## config.mk

```make
export PLATFORM = sky130hd
export DESIGN_NAME = fir_error_monitor
export DESIGN_NICKNAME = d
export VERILOG_FILES = /design/src/rtl/fir_error_monitor.sv
export SDC_FILE = /design/constraint.sdc
export NUM_CORES = 1
export LEC_CHECK = 0
export CAP_MARGIN = 20
export CORE_AREA = 2 2 259 261
export CTS_CLUSTER_SIZE = 25
export DETAILED_ROUTE_END_ITERATION = 10
export DIE_AREA = 0 0 261 263
export GPL_ROUTABILITY_DRIVEN = 0
export GPL_TIMING_DRIVEN = 1
export SYNTH_ARGS = -nofsm -noshare
export SYNTH_HDL_FRONTEND = slang
export SYNTH_SLANG_ARGS = --single-unit
```

## constraint.sdc

```tcl
create_clock -name clk -period 11.7 [get_ports clk]
set_input_delay 3.51 -clock clk [delete_from_list [all_inputs] [get_ports clk]]
set_output_delay 3.51 -clock clk [all_outputs]
set_load 0.02 [all_outputs]
```

## src/rtl/fir_error_monitor.sv

```systemverilog
// Error-statistics monitor for approximate FIR outputs: accumulates the signed
// sum, sum of squares and peak magnitude of (approx - exact) over one window.
module fir_error_monitor #(
    parameter int W     = 16,
    parameter int CNT_W = 16,
    parameter int ACC_W = 48
) (
    input  logic             clk,
    input  logic             rst,
    input  logic             start,
    input  logic [CNT_W-1:0] win_len,
    input  logic [W-1:0]     approx_in,
    input  logic [W-1:0]     exact_in,
    input  logic             in_valid,
    output logic             in_ready,
    output logic             busy,
    output logic             done,
    output logic [ACC_W-1:0] sum_err,
    output logic [ACC_W-1:0] sum_sq,
    output logic [W:0]       max_abs,
    output logic [CNT_W-1:0] count,
    output logic             ovf
);

    localparam int SQ_W     = 2 * W + 2;
    localparam int SQ_SUM_W = ((ACC_W > SQ_W) ? ACC_W : SQ_W) + 1;

    typedef enum logic [1:0] {IDLE, ACCUM, DRAIN, DONE} state_t;

    state_t             state, state_nxt;
    logic [CNT_W-1:0]   win_len_q;
    logic               start_ok;
    logic               xfer;
    logic               last_xfer;

    logic               s1_valid;
    logic signed [W:0]  s1_e;
    logic [W:0]         abs_e;
    logic signed [SQ_W-1:0] sq_s;
    logic [SQ_W-1:0]    sq_e;
    logic [ACC_W:0]     err_wide;
    logic               err_sat;
    logic [ACC_W-1:0]   sum_err_nxt;
    logic [SQ_SUM_W-1:0] sq_wide;
    logic               sq_sat;
    logic [ACC_W-1:0]   sum_sq_nxt;

    assign start_ok  = start && (win_len != '0) && ((state == IDLE) || (state == DONE));
    assign xfer      = in_valid && in_ready;
    assign last_xfer = xfer && ((count + CNT_W'(1)) == win_len_q);

    always_comb begin
        state_nxt = state;
        in_ready  = 1'b0;
        busy      = 1'b0;
        done      = 1'b0;
        case (state)
            IDLE: begin
                if (start_ok) state_nxt = ACCUM;
            end
            ACCUM: begin
                in_ready = 1'b1;
                busy     = 1'b1;
                if (last_xfer) state_nxt = DRAIN;
            end
            // Stage 1 holds the final pair here; stage 2 retires it on this edge.
            DRAIN: begin
                busy      = 1'b1;
                state_nxt = DONE;
            end
            DONE: begin
                done = 1'b1;
                if (start_ok) state_nxt = ACCUM;
            end
            default: state_nxt = IDLE;
        endcase
    end

    // Stage-2 arithmetic is done one bit wider than the accumulators so that a
    // carry out of range can be detected and clamped instead of wrapping.
    always_comb begin
        abs_e    = s1_e[W] ? W'(0) - s1_e : s1_e;
        sq_s     = SQ_W'(s1_e) * SQ_W'(s1_e);
        sq_e     = sq_s;
        err_wide = {sum_err[ACC_W-1], sum_err} + (ACC_W+1)'(s1_e);
        err_sat  = err_wide[ACC_W] != err_wide[ACC_W-1];
        if (!err_sat)
            sum_err_nxt = err_wide[ACC_W-1:0];
        else if (err_wide[ACC_W])
            sum_err_nxt = {1'b1, {(ACC_W-1){1'b0}}};
        else
            sum_err_nxt = {1'b0, {(ACC_W-1){1'b1}}};
        sq_wide    = SQ_SUM_W'(sum_sq) + SQ_SUM_W'(sq_e);
        sq_sat     = |sq_wide[SQ_SUM_W-1:ACC_W];
        sum_sq_nxt = sq_sat ? {ACC_W{1'b1}} : sq_wide[ACC_W-1:0];
    end

    always_ff @(posedge clk or posedge rst) begin
        if (rst) begin
            state     <= IDLE;
            win_len_q <= '0;
            count     <= '0;
            s1_valid  <= 1'b0;
            s1_e      <= '0;
            sum_err   <= '0;
            sum_sq    <= '0;
            max_abs   <= '0;
            ovf       <= 1'b0;
        end else begin
            state    <= state_nxt;
            s1_valid <= xfer;
            if (xfer)
                s1_e <= $signed({approx_in[W-1], approx_in}) - $signed({exact_in[W-1], exact_in});
            if (start_ok) begin
                win_len_q <= win_len;
                count     <= '0;
                sum_err   <= '0;
                sum_sq    <= '0;
                max_abs   <= '0;
                ovf       <= 1'b0;
            end else begin
                if (xfer)
                    count <= count + CNT_W'(1);
                if (s1_valid) begin
                    sum_err <= sum_err_nxt;
                    sum_sq  <= sum_sq_nxt;
                    if (abs_e > max_abs)
                        max_abs <= abs_e;
                    if (err_sat || sq_sat)
                        ovf <= 1'b1;
                end
            end
        end
    end

endmodule

```

==> summary.md <==
| Metric | Value |
|---|---|
| Crit-path slowest cell | `dfrtp_1` |
| CP Class | `flip-flop to flip-flop` |
| EDFF count, synth | `0` |
| Layout cells sized above 1 | `approximately 3.3%` |
| Largest area contributor in the netlist | `fa_1` |
| Endpoints failing setup | `0` |
| Drt first pass iters | `6` |
| Top-area cell type share of the netlist area | `between 20% and 30%` |
| Relative slew slack | `a little under 30%` |
| WP data required | `~12 ns` |
| Syn Nets | `3102` |
| Final worst path period share | `85.25%` |
| Vias | `around 19000` |
| Die Span X | `261 um` |
| CP Launch Type | `flip-flop` |
| Clock root buffer | `clkbuf_16` |
| Worst slew pin tran | `roughly 1.1 ns` |
| Final nets | `3234` |
| CP most frequent cell | `fa_1` |
| Post-Synthesis Cells | `around 2600` |
| Clock transition at the registers of the reported paths | `0.07 ns` |
| I/O pin total | `about 190` |
| Critical Path AT | `10.31 ns` |
| Total CTS buffers | `17` |
| Max-cap viol count | `0` |
| Clock Latency Late Sink | `~0.50 ns` |
| Final setup TNS | `0 ns` |
| Clock Skews | `between 0.01 and 0.015 ns` |
| Tmin final | `roughly 10 ns` |
| CTS Hold Bufs | `0` |
| Postcts setup bufs | `0` |
| Largest net degree at the start of global routing | `a little under 80` |
| Post-cts resize count | `0` |
| PortBufs | `approximately 180` |
| Initial antenna violation count | `2` |
| FMAX | `about 100 MHz` |
| Critical path's largest stage delay | `approximately 0.87 ns` |
| P&R area growth vs syn | `14.50%` |
| Row Count | `94` |
| RSZ-0062 raised after global routing | `no` |
| Number of global-route vias before repair | `around 19000` |
| Die Y | `between 200 and 300 um` |
| Commonest non-fill, non-tap cell in the layout | `inv_1` |
| XOR/XNOR Fraction of Synth Area | `about 7%` |
| Syn avg cell area | `slightly below 9 um^2` |
| Final Hold Viols | `0` |
| Yosys cell types | `a little over 80` |
| Sequential fraction of the synthesis area | `between 10% and 20%` |
| Post-DP HPWL | `51.34 mm` |
| Cell area after synthesis | `around 23000 um^2` |
| CTS tree | `done` |
| Combinational family with the most area after synthesis | `adder cells` |
| Largest cells by area after synthesis | `fa_1 (24%), dfrtp_1 (18%), ha_1 (12%), inv_1 (6.7%), xnor2_1 (4.1%)` |
| Drt wl/cell | `approximately 18 um` |
| Iter 0 DRT Violations | `~1100` |
| Post-synth ARST share | `100.0%` |
| Starting Density | `34.89%` |
| Core area | `roughly 66000 um^2` |
| Synth warn | `0` |
| Ys flop type | `dfrtp_1` |
| Post-synthesis simple-gate area fraction | `a little over an eighth` |
| Compound-cell area share of the yosys netlist | `roughly 17%` |
| Clock sinks | `166` |
| DRC Markers | `0` |
| CP Capture Type | `flip-flop` |
| Total track usage | `around 20%` |
| Commonest cells after routing, fill and taps aside | `inv_1 (410), fa_1 (272), nand2_1 (225), ha_1 (218), clkdlybuf4s50_1 (184)` |
| GRT overflow | `0` |
| Post-Route WL | `between 60 and 70 mm` |
| Via density | `approximately 5.2` |
| Pins Over Slew Limit | `0` |
| Die area | `between 60000 and 70000 um^2` |
| H-tree levels | `4` |
| Antenna cell count | `0` |
| Antenna-violating nets left | `0` |
| Multiplexer area fraction after synthesis | `less than 1%` |
| First-pass GRT wire length | `105.4 mm` |
| CTS Buffer Depth | `2` |
| Outcome | `finished clean` |
| Critical path peak fanout | `31` |
| Min-Delay Path Class | `flip-flop to flip-flop` |
| Adder-cell share of the synthesized area | `about 36%` |
| #FFs+latches synth | `roughly 170` |
flip-flops by register name (all words and copies together) (netlist names):
register   count
count         16
max_abs       17
ovf            1
s1_e          17
s1_valid       1
state          2
sum_err       48
sum_sq        48
win_len_q     16
critical path: cells and delay by family (launching register included):
family,cells,cell delay (ns)
simple gates,7,2.16
fa+ha+maj,8,3.67
xor+xnor,1,0.20
compound gates,8,2.22
buf+inv,5,0.66
flops,1,0.87
synth_stat cells, types with 7 or more instances:
cell type  instances
inv_1            411
fa_1             272
nand2_1          226
ha_1             218
dfrtp_1          166
nor2_1           144
o21ai_0          130
a21oi_1          128
xnor2_1          108
clkbuf_1          75
xor2_1            71
a21o_1            56
and2_1            50
a221o_1           44
a31oi_1           36
nor3_1            35
nand3_1           34
and3_1            29
nor2b_1           26
nand4_1           21
o21a_1            21
o31ai_1           20
a211oi_1          19
mux2i_1           19
nand2b_1          19
o21bai_1          17
or3_1             14
o211ai_1          11
a311oi_1           8
and4_1             8
nor4_1             8
buf_6              7
layer usage:
layer | wire length (um) | track usage [%]
met4 | 1685 | 6.035
met5 | 23 | 0
met3 | 4332 | 4.949
met2 | 28650 | 29.57
met1 | 29680 | 26.94
stage by stage:
step / util [%] / instance area (um^2) / setup WS, ns / hold WS (ns) / instances
2_1_floorplan: - / 22900 / 3.026 / 0.4652 / 2560
3_3_place_gp: 39.01 / 25600 / 2.039 / 0.4802 / 3536
3_5_place_dp: 39.01 / 25600 / 1.872 / 0.4824 / 3536
4_1_cts: 39.92 / 26200 / 1.777 / 0.5006 / 3568
5_1_grt: 39.95 / 26220 / 1.124 / 0.5096 / 3569
6_report: 39.95 / 26220 / 1.726 / 0.4957 / 3569
cell type report:
cell class,count,area [um^2]
tap,864,1081
inverter,413,1555
sequential,166,4156
clock inverter,13,146.4
timing repair buffer,204,1999
clock buffer,19,452.9
multi-input combinational,1890,16820
fill,6503,39410
logic make-up (layout without fill, tap and decap cells):
family | count (synthesis) | after routing
multiplexers | 22 | 22
adder cells (fa/ha/maj) | 490 | 490
AND/OR/NAND/NOR | 632 | 632
buffers and inverters | 504 | 649
AO/OA/AOI/OAI | 567 | 567
flip-flops | 166 | 166
XOR/XNOR | 179 | 179
worst paths after layout:
check | start | end | slack (ns) | cells after the start
worst min register to register | win_len_q[12]$_DFFE_PP0P_ | win_len_q[12]$_DFFE_PP0P_ | 0.50 | 2
max in group asynchronous | rst | max_abs[3]$_DFFE_PP0P_ | 7.02 | 3
min in group asynchronous | rst | sum_err[43]$_DFFE_PP0P_ | 3.41 | 2
worst max-delay path | s1_e[11]$_DFFE_PP0P_ | sum_sq[45]$_DFFE_PP0P_ | 1.73 | 29
worst min-delay path | win_len_q[12]$_DFFE_PP0P_ | win_len_q[12]$_DFFE_PP0P_ | 0.50 | 2
worst max register to register | s1_e[11]$_DFFE_PP0P_ | sum_sq[45]$_DFFE_PP0P_ | 1.73 | 29
Power is not shown: default switching activity piles up to over one toggle a cycle in this logic, so the estimate is an artifact.
